--- config.mk ---
export PLATFORM = sky130hd
export DESIGN_NAME = evr_event_decoder
export DESIGN_NICKNAME = d
export VERILOG_FILES = /design/src/rtl/evr_event_decoder.sv
export SDC_FILE = /design/constraint.sdc
export NUM_CORES = 1
export LEC_CHECK = 0
export CORE_MARGIN = 2
export CORE_UTILIZATION = 44
export DETAILED_ROUTE_END_ITERATION = 8
export PLACE_DENSITY = 0.76
export SKIP_LAST_GASP = 1
export SYNTH_ARGS = -nofsm -noshare
export SYNTH_HDL_FRONTEND = slang
export SYNTH_SLANG_ARGS = --single-unit
--- constraint.sdc ---
create_clock -name ref_clk -period 1.6 [get_ports ref_clk]
set_input_delay 0.48 -clock ref_clk [delete_from_list [all_inputs] [get_ports ref_clk]]
set_output_delay 0.48 -clock ref_clk [all_outputs]
set_load 0.005 [all_outputs]
--- src/rtl/evr_event_decoder.sv ---
// EVR event decoder: turns the registered MGT word stream into event strobes, dbus and timestamp, with link supervision.
// Optional timestamp latch on a programmable event code is built when EVR_TS_LATCH_EN is defined.
module evr_event_decoder #(
    parameter int EVENT_IS_MSB     = 1,
    parameter int LINK_TIMEOUT     = 1024,
    parameter int LINK_GOOD_COMMAS = 16
) (
    input  logic        ref_clk,
    input  logic        reset,
    input  logic [15:0] rx_data,
    input  logic [1:0]  rx_charisk,
    input  logic        mgt_reset_done,
    output logic        link_ok,
    output logic [7:0]  event_code,
    output logic        event_strobe,
    output logic [7:0]  dbus_out,
    output logic [31:0] ts_seconds,
    output logic [31:0] ts_count,
    output logic        ts_valid,
    input  logic [7:0]  ts_latch_code,
    input  logic        ts_latch_ack,
    output logic [31:0] ts_latch_sec,
    output logic [31:0] ts_latch_cnt,
    output logic        ts_latch_valid
);

    localparam logic [15:0] TIMEOUT_CNT = 16'(LINK_TIMEOUT);
    localparam logic [7:0]  GOOD_CNT    = 8'(LINK_GOOD_COMMAS);

    typedef enum logic {LINK_DOWN, LINK_UP} link_state_t;

    link_state_t state;
    logic [15:0] rx_data_q;
    logic [1:0]  rx_charisk_q;
    logic        reset_done_q;
    logic [15:0] gap_cnt;
    logic [7:0]  good_cnt;
    logic [31:0] sec_sr;

    logic [7:0]  ev_byte;
    logic        ev_k;
    logic [7:0]  db_byte;
    logic        db_k;
    logic        comma;
    logic        ev_hit;
    logic        db_hit;
    logic        link_drop;

    always_ff @(posedge ref_clk) begin
        if (reset) begin
            rx_data_q    <= '0;
            rx_charisk_q <= '0;
            reset_done_q <= 1'b0;
        end else begin
            rx_data_q    <= rx_data;
            rx_charisk_q <= rx_charisk;
            reset_done_q <= mgt_reset_done;
        end
    end

    always_comb begin
        ev_byte = rx_data_q[15:8];
        ev_k    = rx_charisk_q[1];
        db_byte = rx_data_q[7:0];
        db_k    = rx_charisk_q[0];
        if (EVENT_IS_MSB == 0) begin
            ev_byte = rx_data_q[7:0];
            ev_k    = rx_charisk_q[0];
            db_byte = rx_data_q[15:8];
            db_k    = rx_charisk_q[1];
        end
        comma  = ev_k && (ev_byte == 8'hBC);
        ev_hit = !ev_k && (ev_byte != 8'h00) && link_ok;
        db_hit = !db_k && link_ok;
        // Drop is computed here so the timestamp logic can clear on the same edge link_ok falls.
        link_drop = link_ok && (!reset_done_q || (!comma && gap_cnt == TIMEOUT_CNT - 16'd1));
    end

    // In DOWN, gap_cnt saturates at the timeout so a stale comma is never counted as good.
    always_ff @(posedge ref_clk) begin
        if (reset || !reset_done_q) begin
            state    <= LINK_DOWN;
            link_ok  <= 1'b0;
            gap_cnt  <= '0;
            good_cnt <= '0;
        end else begin
            case (state)
                LINK_DOWN: begin
                    if (comma) begin
                        gap_cnt <= '0;
                        if (gap_cnt < TIMEOUT_CNT) begin
                            if (good_cnt + 8'd1 == GOOD_CNT) begin
                                state    <= LINK_UP;
                                link_ok  <= 1'b1;
                                good_cnt <= '0;
                            end else begin
                                good_cnt <= good_cnt + 8'd1;
                            end
                        end else begin
                            good_cnt <= '0;
                        end
                    end else if (gap_cnt >= TIMEOUT_CNT) begin
                        good_cnt <= '0;
                    end else begin
                        gap_cnt <= gap_cnt + 16'd1;
                    end
                end
                LINK_UP: begin
                    if (comma) begin
                        gap_cnt <= '0;
                    end else if (link_drop) begin
                        state    <= LINK_DOWN;
                        link_ok  <= 1'b0;
                        gap_cnt  <= '0;
                        good_cnt <= '0;
                    end else begin
                        gap_cnt <= gap_cnt + 16'd1;
                    end
                end
                default: begin
                    state   <= LINK_DOWN;
                    link_ok <= 1'b0;
                end
            endcase
        end
    end

    always_ff @(posedge ref_clk) begin
        if (reset) begin
            event_strobe <= 1'b0;
            event_code   <= '0;
            dbus_out     <= '0;
        end else begin
            event_strobe <= ev_hit;
            if (ev_hit) begin
                event_code <= ev_byte;
            end
            if (db_hit) begin
                dbus_out <= db_byte;
            end
        end
    end

    always_ff @(posedge ref_clk) begin
        if (reset) begin
            sec_sr     <= '0;
            ts_seconds <= '0;
            ts_count   <= '0;
            ts_valid   <= 1'b0;
        end else begin
            if (ev_hit && ev_byte == 8'h7D) begin
                ts_seconds <= sec_sr;
                ts_count   <= '0;
                sec_sr     <= '0;
                ts_valid   <= 1'b1;
            end else begin
                ts_count <= ts_count + 32'd1;
                if (ev_hit && ev_byte == 8'h70) begin
                    sec_sr <= {sec_sr[30:0], 1'b0};
                end else if (ev_hit && ev_byte == 8'h71) begin
                    sec_sr <= {sec_sr[30:0], 1'b1};
                end
            end
            if (link_drop) begin
                ts_valid <= 1'b0;
                sec_sr   <= '0;
            end
        end
    end

`ifdef EVR_TS_LATCH_EN
    logic latch_match;
    assign latch_match = ev_hit && (ev_byte == ts_latch_code);

    // A match concurrent with ack is accepted, so the new capture replaces the acknowledged one.
    always_ff @(posedge ref_clk) begin
        if (reset) begin
            ts_latch_sec   <= '0;
            ts_latch_cnt   <= '0;
            ts_latch_valid <= 1'b0;
        end else if (latch_match && (!ts_latch_valid || ts_latch_ack)) begin
            ts_latch_sec   <= ts_seconds;
            ts_latch_cnt   <= ts_count;
            ts_latch_valid <= 1'b1;
        end else if (ts_latch_ack) begin
            ts_latch_valid <= 1'b0;
        end
    end
`else
    logic unused_latch_inputs;
    assign unused_latch_inputs = ^{ts_latch_code, ts_latch_ack};
    assign ts_latch_sec   = '0;
    assign ts_latch_cnt   = '0;
    assign ts_latch_valid = 1'b0;
`endif

endmodule
==> results.md, run 1 <==
* Ports at 178
* Fmax at 0.575 GHz
* Initial DRT Pass Iterations at 4
* I/O Buffers at 103
* Worst Path Required at 1.95 ns
* Seq/Total Area, Yosys at 0.466
* Max-cap violation count at 0
* Via count at 5,900
* Final Hold Fails at 0
* Dominant cells by area after synthesis: dfxtp_1, nand2_1, buf_4
* Clk_lat worst skew at 0.43 ns
* Hold Crit Class: register to register
* Startpoint Class: register
* Final instance area at 9640 µm²
* Synth cell types at 56
* CTS Buf Count at 17
* Pleak at 3.94 nW
* Clk_skew at 0.00798 ns
* Post-Syn Area at 6830 µm²
* Synthesized flop and latch total at 159
* CTS clk-pin slew, worst paths at 0.06 ns
* Syn_area_per_cell at 8.60 µm²
* Yosys warns at 0
* Cell row count at 45
* Post-DP HPWL at 10,000 µm
* Outcome: finished with violations
* Min Hold Slack at 0.453 ns
* WL per Instance at 14.4 µm
* Fin crit share at 1.09
* Least-Margin Pin Slew at 0.527 ns
* Post-Syn Instances at 794
* CTS root buf: clkbuf_16
* Power Dens Cells at 859 nW/µm²
* Top cell type's share of synthesized area at 0.466
* Pre-CTS setup slack at -0.138 ns
* Die span in y at 129 µm
* Minimum clock period at 1.74 ns
* Dominant cell type by area after synthesis: dfxtp_1
* Unrepaired setup endpoints after global routing: yes
* Clk buf depth at 2
* Post-synth ARST share at 0
* Setup Viol. Count Final at 60
* Critical-path cell list: nor4_4 -> buf_4 -> nand3b_4 -> or3_4 -> a31o_1 -> a31oi_1
* CP arrival at 2.09 ns
* Fillers at 1,212
* Setup Crit Path Kind: register to register
* DR vias/cell at 4.97
* Worst Path Max Fanout at 4
* Failing checks: negative setup slack
* All-Layer GR Usage at 0.191
* First-pass GRT wire length at 25,500 µm
* GRT overflow at 0
* Cell family with most CP delay: simple AND/OR/NAND/NOR gates
* Worst setup margin at -0.140 ns
* Initial DRC Count at 278
* Commonest non-fill, non-tap cells in the layout: nand2_1, dfxtp_1, buf_4
* # diodes at 0
* Clock Sinks at 159
* DRC viols at 0
* PnR Total Power at 8.28 mW
* Worst setup EP type: register
* WP buf/inv at 1
* CP max stage cell: or3_4
* Share of layout cells above drive strength 1 at 0.289
* Antenna violations before repair at 0
* Main synth FF type: dfxtp_1
* Core area at 15,200 µm²
* Die X at 129 µm
* Number of global-route vias before repair at 5,362
* Area Overhead vs Synth at 41.2%
* # H-tree levels at 4
* Routability cong. at 0.799
* Multi-input gate area at 3580 µm²
* Initial cell density of the core at 0.449
* CP peak stage delay at 0.39 ns
* TNS Setup at -6.05 ns
* Post-synth EDFFs at 0
* Die area at 16,500 µm²
* Final #Nets at 1,024
* Maximum vdd drop at 0.000831 V
* Placed Area at 8330 µm²
* Max-slew violations at 0
* Rel. slew slack at 0.649
* TritonCTS clock tree: done
* Register area at 3250 µm²
* DRT Wirelength at 17,100 µm
* Final ANT Viol Nets at 0
* Commonest non-fill, non-tap cell in the layout: nand2_1
* Largest net degree at the start of global routing at 49
==> cells by family (layout without fill, tap and decap cells) <==
kind of cell,Yosys count,in the layout,synth area share
buffers and inverters,114,255,0.106
other,1,65,0.000549
adders and majority gates,5,5,0.00916
and+or+nand+nor,339,339,0.234
AOI/OAI and AO/OA,121,122,0.112
muxes,8,8,0.0117
DFF,159,159,0.466
xor gates and xnor gates,47,47,0.0603
==> worst paths after layout <==
check | from | to | slack, ns | cells past startpoint
hold / removal | event_code[3]$_SDFFE_PP0P_ | event_code[3]$_SDFFE_PP0P_ | 0.45 | 2
setup reg to reg | gap_cnt[10]$_SDFFE_PP0P_ | good_cnt[5]$_SDFFE_PP0P_ | -0.14 | 6
setup / recovery | gap_cnt[10]$_SDFFE_PP0P_ | good_cnt[5]$_SDFFE_PP0P_ | -0.14 | 6
hold reg to reg | event_code[3]$_SDFFE_PP0P_ | event_code[3]$_SDFFE_PP0P_ | 0.45 | 2
==> tightest hold or removal path: stages (launching register included) <==
cell and delay [ns]:
dfxtp_1 0.31, nand2_1 0.05, a21oi_1 0.05
==> where the power goes <==
part	switching (mW)	total, mW	internal (mW)
Sequential	0.0241	4.01	3.99
Clock	1.62	3.95	2.34
Combinational	0.166	0.311	0.145
Total	1.81	8.28	6.47
==> what timing repair did <==
item	4_1_cts	5_1_grt
pin swaps	4	45
setup buffers	16	13
gates cloned	4	4
endpoints found under the setup margin	140	112
gates resized for setup	146	96
hold buffers	0	0
==> state kept, by name (all words and copies together) (netlist names), 2 cells and up <==
register and count:
dbus_out 8, ts_seconds 32, event_code 8, sec_sr 32, rx_data_q 16, rx_charisk_q 2, good_cnt 8, ts_count 32
gap_cnt 16
==> layer usage <==
layer / GRT usage / part of all wire / vias to the layer above
met3: 0.0528 / 0.057 / 19
met2: 0.324 / 0.51 / 170
li1: - / - / 2900
met4: 0.0678 / 0.013 / 0
met1: 0.235 / 0.42 / 2811
met5: 0 / 0 / -
==> cell usage after synthesis (2+ instances only) <==
cell type	instances
nor4_1	5
a21oi_1	76
clkbuf_1	21
buf_2	9
ha_1	5
buf_4	70
and4_1	6
and3_1	11
and2_1	6
and4bb_1	2
nor3_1	2
o21ai_1	2
o21ai_0	7
a211oi_1	7
a211oi_2	6
nand2_2	2
nor2_2	10
nor2b_1	23
xor2_1	22
nor2_1	57
dfxtp_1	159
nand2_1	167
a31oi_1	6
nand3_1	21
nand4_1	16
and3b_1	2
nand2b_1	3
xnor2_1	25
mux2i_1	8
inv_1	11
nor3_2	2
==> metrics by stage <==
stage          instances  utilization
2_1_floorplan        858            -
3_3_place_gp        1124        0.548
3_5_place_dp        1124        0.548
4_1_cts             1174        0.599
5_1_grt             1188        0.634
6_report            1188        0.634
==> cell type report <==
cell class	count	share of cell area
Clock inverter	11	0.0139
Multi-Input combinational cell	586	0.371
Tap cell	188	0.0244
Timing Repair Buffer	214	0.203
Inverter	11	0.00428
Sequential cell	159	0.337
Clock buffer	19	0.0459
Note: power is estimated with default switching activity, not from simulation.
==> run 2, diff against run 1 <==
- SLEW_MARGIN: default -> 10
==> results of run 2 <==
Final layout, timing and power as in run 1 (identical DEF).
==> run 3, diff against run 2 <==
- PLACE_DENSITY: 0.76 -> default
- PLACE_DENSITY_LB_ADDON: default -> 0.25
==> results.md, run 3 (synthesis gave the netlist of run 1 again) <==
* Max-cap violation count at 0 (unchanged)
* Worst Min Path Start: ts_seconds[13]$_SDFFE_PP0P_ (was event_code[3]$_SDFFE_PP0P_)
* Net Switching at 1.84 mW (was 1.81 mW)
* Placed cell count at 1,127 (was 1,124)
* Initial DRT Pass Iterations at 5 (was 4)
* WL per Instance at 13.5 µm (was 14.4 µm)
* TritonCTS clock tree: done (unchanged)
* Logic pwr share at 0.039 (was 0.038)
* # diodes at 0 (unchanged)
* Worst setup EP type: register (unchanged)
* Unrepaired setup endpoints after global routing: yes (unchanged)
* Largest regs: sec_sr x32, ts_count x32, ts_seconds x32 (unchanged)
* Hold Crit Class: register to register (unchanged)
* Pre-CTS setup slack at -0.127 ns (was -0.138 ns)
* Maximum vdd drop at 0.000899 V (was 0.000831 V)
* Worst Path Max Fanout at 16 (was 4)
* Power Dens Cells at 869 nW/µm² (was 859 nW/µm²)
* Clk buf depth at 2 (unchanged)
* Commonest non-fill, non-tap cell in the layout: nand2_1 (unchanged)
* Worst Path Required at 1.91 ns (was 1.95 ns)
* DR vias/cell at 4.81 (was 4.97)
* Non-filler cells in the finished layout at 1,191 (was 1,188)
* Cell row count at 45 (unchanged)
* Clock Sinks at 159 (unchanged)
* Failing checks: negative setup slack (unchanged)
* CTS root buf: clkbuf_16 (unchanged)
* Final #Nets at 1,025 (was 1,024)
* Via count at 5,724 (was 5,900)
* Ports at 178 (unchanged)
* Fin crit share at 1.12 (was 1.09)
* Seq pwr share at 0.485 (about the same)
* Clk_lat worst skew at 0.42 ns (was 0.43 ns)
* Setup Viol. Count Final at 63 (was 60)
* GRT overflow at 0 (unchanged)
* Outcome: finished with violations (unchanged)
* Routability cong. at 0.779 (was 0.799)
* Number of global-route vias before repair at 5,255 (was 5,362)
* Worst Setup SP: rx_data_q[11]$_SDFF_PP0_ (was gap_cnt[10]$_SDFFE_PP0P_)
* Final ANT Viol Nets at 0 (unchanged)
* Routed wl met3 at 852 µm (was 966 µm)
* Fmax at 0.560 GHz (was 0.575 GHz)
* Startpoint Class: register (unchanged)
* CTS clk-pin slew, worst paths at 0.06 ns (about the same)
* Antenna violations before repair at 0 (unchanged)
* Min Hold Slack at 0.451 ns (was 0.453 ns)
* DRC viols at 0 (unchanged)
* Die area at 16,500 µm² (unchanged)
* Routed length on met2 at 8150 µm (was 8640 µm)
* # H-tree levels at 4 (unchanged)
* Initial DRC Count at 222 (was 278)
* CP arrival at 2.10 ns (was 2.09 ns)
* Largest net degree at the start of global routing at 43 (was 49)
* FF-to-FF Start: rx_data_q[11]$_SDFF_PP0_ (was gap_cnt[10]$_SDFFE_PP0P_)
* Setup Crit Path Kind: register to register (unchanged)
* Switching share of total power at 0.223 (was 0.218)
* Share of layout cells above drive strength 1 at 0.253 (was 0.289)
* Commonest non-fill, non-tap cells in the layout: nand2_1, dfxtp_1, buf_4 (unchanged)
* Final Hold Fails at 0 (unchanged)
* Die span in y at 129 µm (unchanged)
* Minimum clock period at 1.78 ns (was 1.74 ns)
* I/O Buffers at 103 (unchanged)
* Die X at 129 µm (unchanged)
* Pleak at 3.97 nW (was 3.94 nW)
* Clock power share at 0.476 (was 0.478)
* Core area at 15,200 µm² (unchanged)
* Wl on met1 at 6910 µm (was 7250 µm)
* Area Overhead vs Synth at 38.9% (was 41.2%)
* Top Layer Used: met4 (unchanged)
* First-pass GRT wire length at 25,000 µm (was 25,500 µm)
* PnR Total Power at 8.25 mW (was 8.28 mW)
* P_int at 6.41 mW (was 6.47 mW)
* Clk_skew at 0.00981 ns (was 0.00798 ns)
* Post-DP HPWL at 9950 µm (was 10,000 µm)
* All-Layer GR Usage at 0.188 (was 0.191)
* Max-slew violations at 0 (unchanged)
* Initial cell density of the core at 0.449 (unchanged)
* TNS Setup at -8.91 ns (was -6.05 ns)
* DRT Wirelength at 16,000 µm (was 17,100 µm)
* CTS Buf Count at 17 (unchanged)
* Worst setup margin at -0.185 ns (was -0.140 ns)
==> run 3: cell types whose count changed in the layout (fill, tap and decap cells not counted), moves of 4 or more <==
cell	before	now
dfxtp_4	3	9
buf_4	90	95
dfxtp_2	48	33
dfxtp_1	108	117
a211oi_1	1	5
a21oi_2	33	16
buf_6	10	5
a21oi_1	43	60
==> run 3: power groups by stage <==
stage / Sequential, mW / Combinational (mW) / Clock, mW
after floorplan: 4.10 / 0.252 / 0
after global routing: 4.00 / 0.353 / 4.18
after detailed placement: 4.10 / 0.270 / 0
after global placement: 4.10 / 0.270 / 0
after CTS: 4.00 / 0.301 / 4.02
final: 4.00 / 0.321 / 3.93
==> run 3: what timing repair did <==
item                       in CTS  in global routing
gates resized for setup       132                 65
pin swaps                       3                 21
gates cloned                    2                  2
setup buffers                  15                 15
hold buffers                    0                  0
setup endpoints to repair     139                109
==> run 3: area by class of cell <==
type                       count  area, µm²
tap                          188        235
multi-input combinational    585       3410
fill                        1283       5720
sequential                   159       3260
clock inverter                11        104
clock buffer                  21        470
timing repair buffer         216       1960
inverter                      11       41.3
==> run 3: path summary, 6_finish.rpt <==
check	to	slack, ns	cells past startpoint
setup / recovery	sec_sr[0]$_SDFFE_PP0N_	-0.18	7
hold / removal	ts_seconds[13]$_SDFFE_PP0P_	0.45	2
hold reg to reg	ts_seconds[13]$_SDFFE_PP0P_	0.45	2
setup reg to reg	sec_sr[0]$_SDFFE_PP0N_	-0.18	7
==> run 3: critical path, stage by stage, from the launching register on <==
cell and delay [ns]:
dfxtp_1 0.32, and3b_2 0.23, and3b_2 0.27, o41ai_4 0.31
a21o_1 0.21, buf_4 0.14, buf_12 0.14, a21oi_1 0.05
==> run 3: layer usage <==
metal	global-route usage	vias up
li1	-	2893
met5	0	-
met3	0.0578	9
met4	0.0575	0
met2	0.318	133
met1	0.232	2689
==> run 3: through the flow <==
stage                     utilization  cell area, µm²
after floorplan                     -            7080
after global placement          0.551            8380
after detailed placement        0.551            8380
after CTS                       0.599            9110
after global routing            0.624            9490
final                           0.624            9490
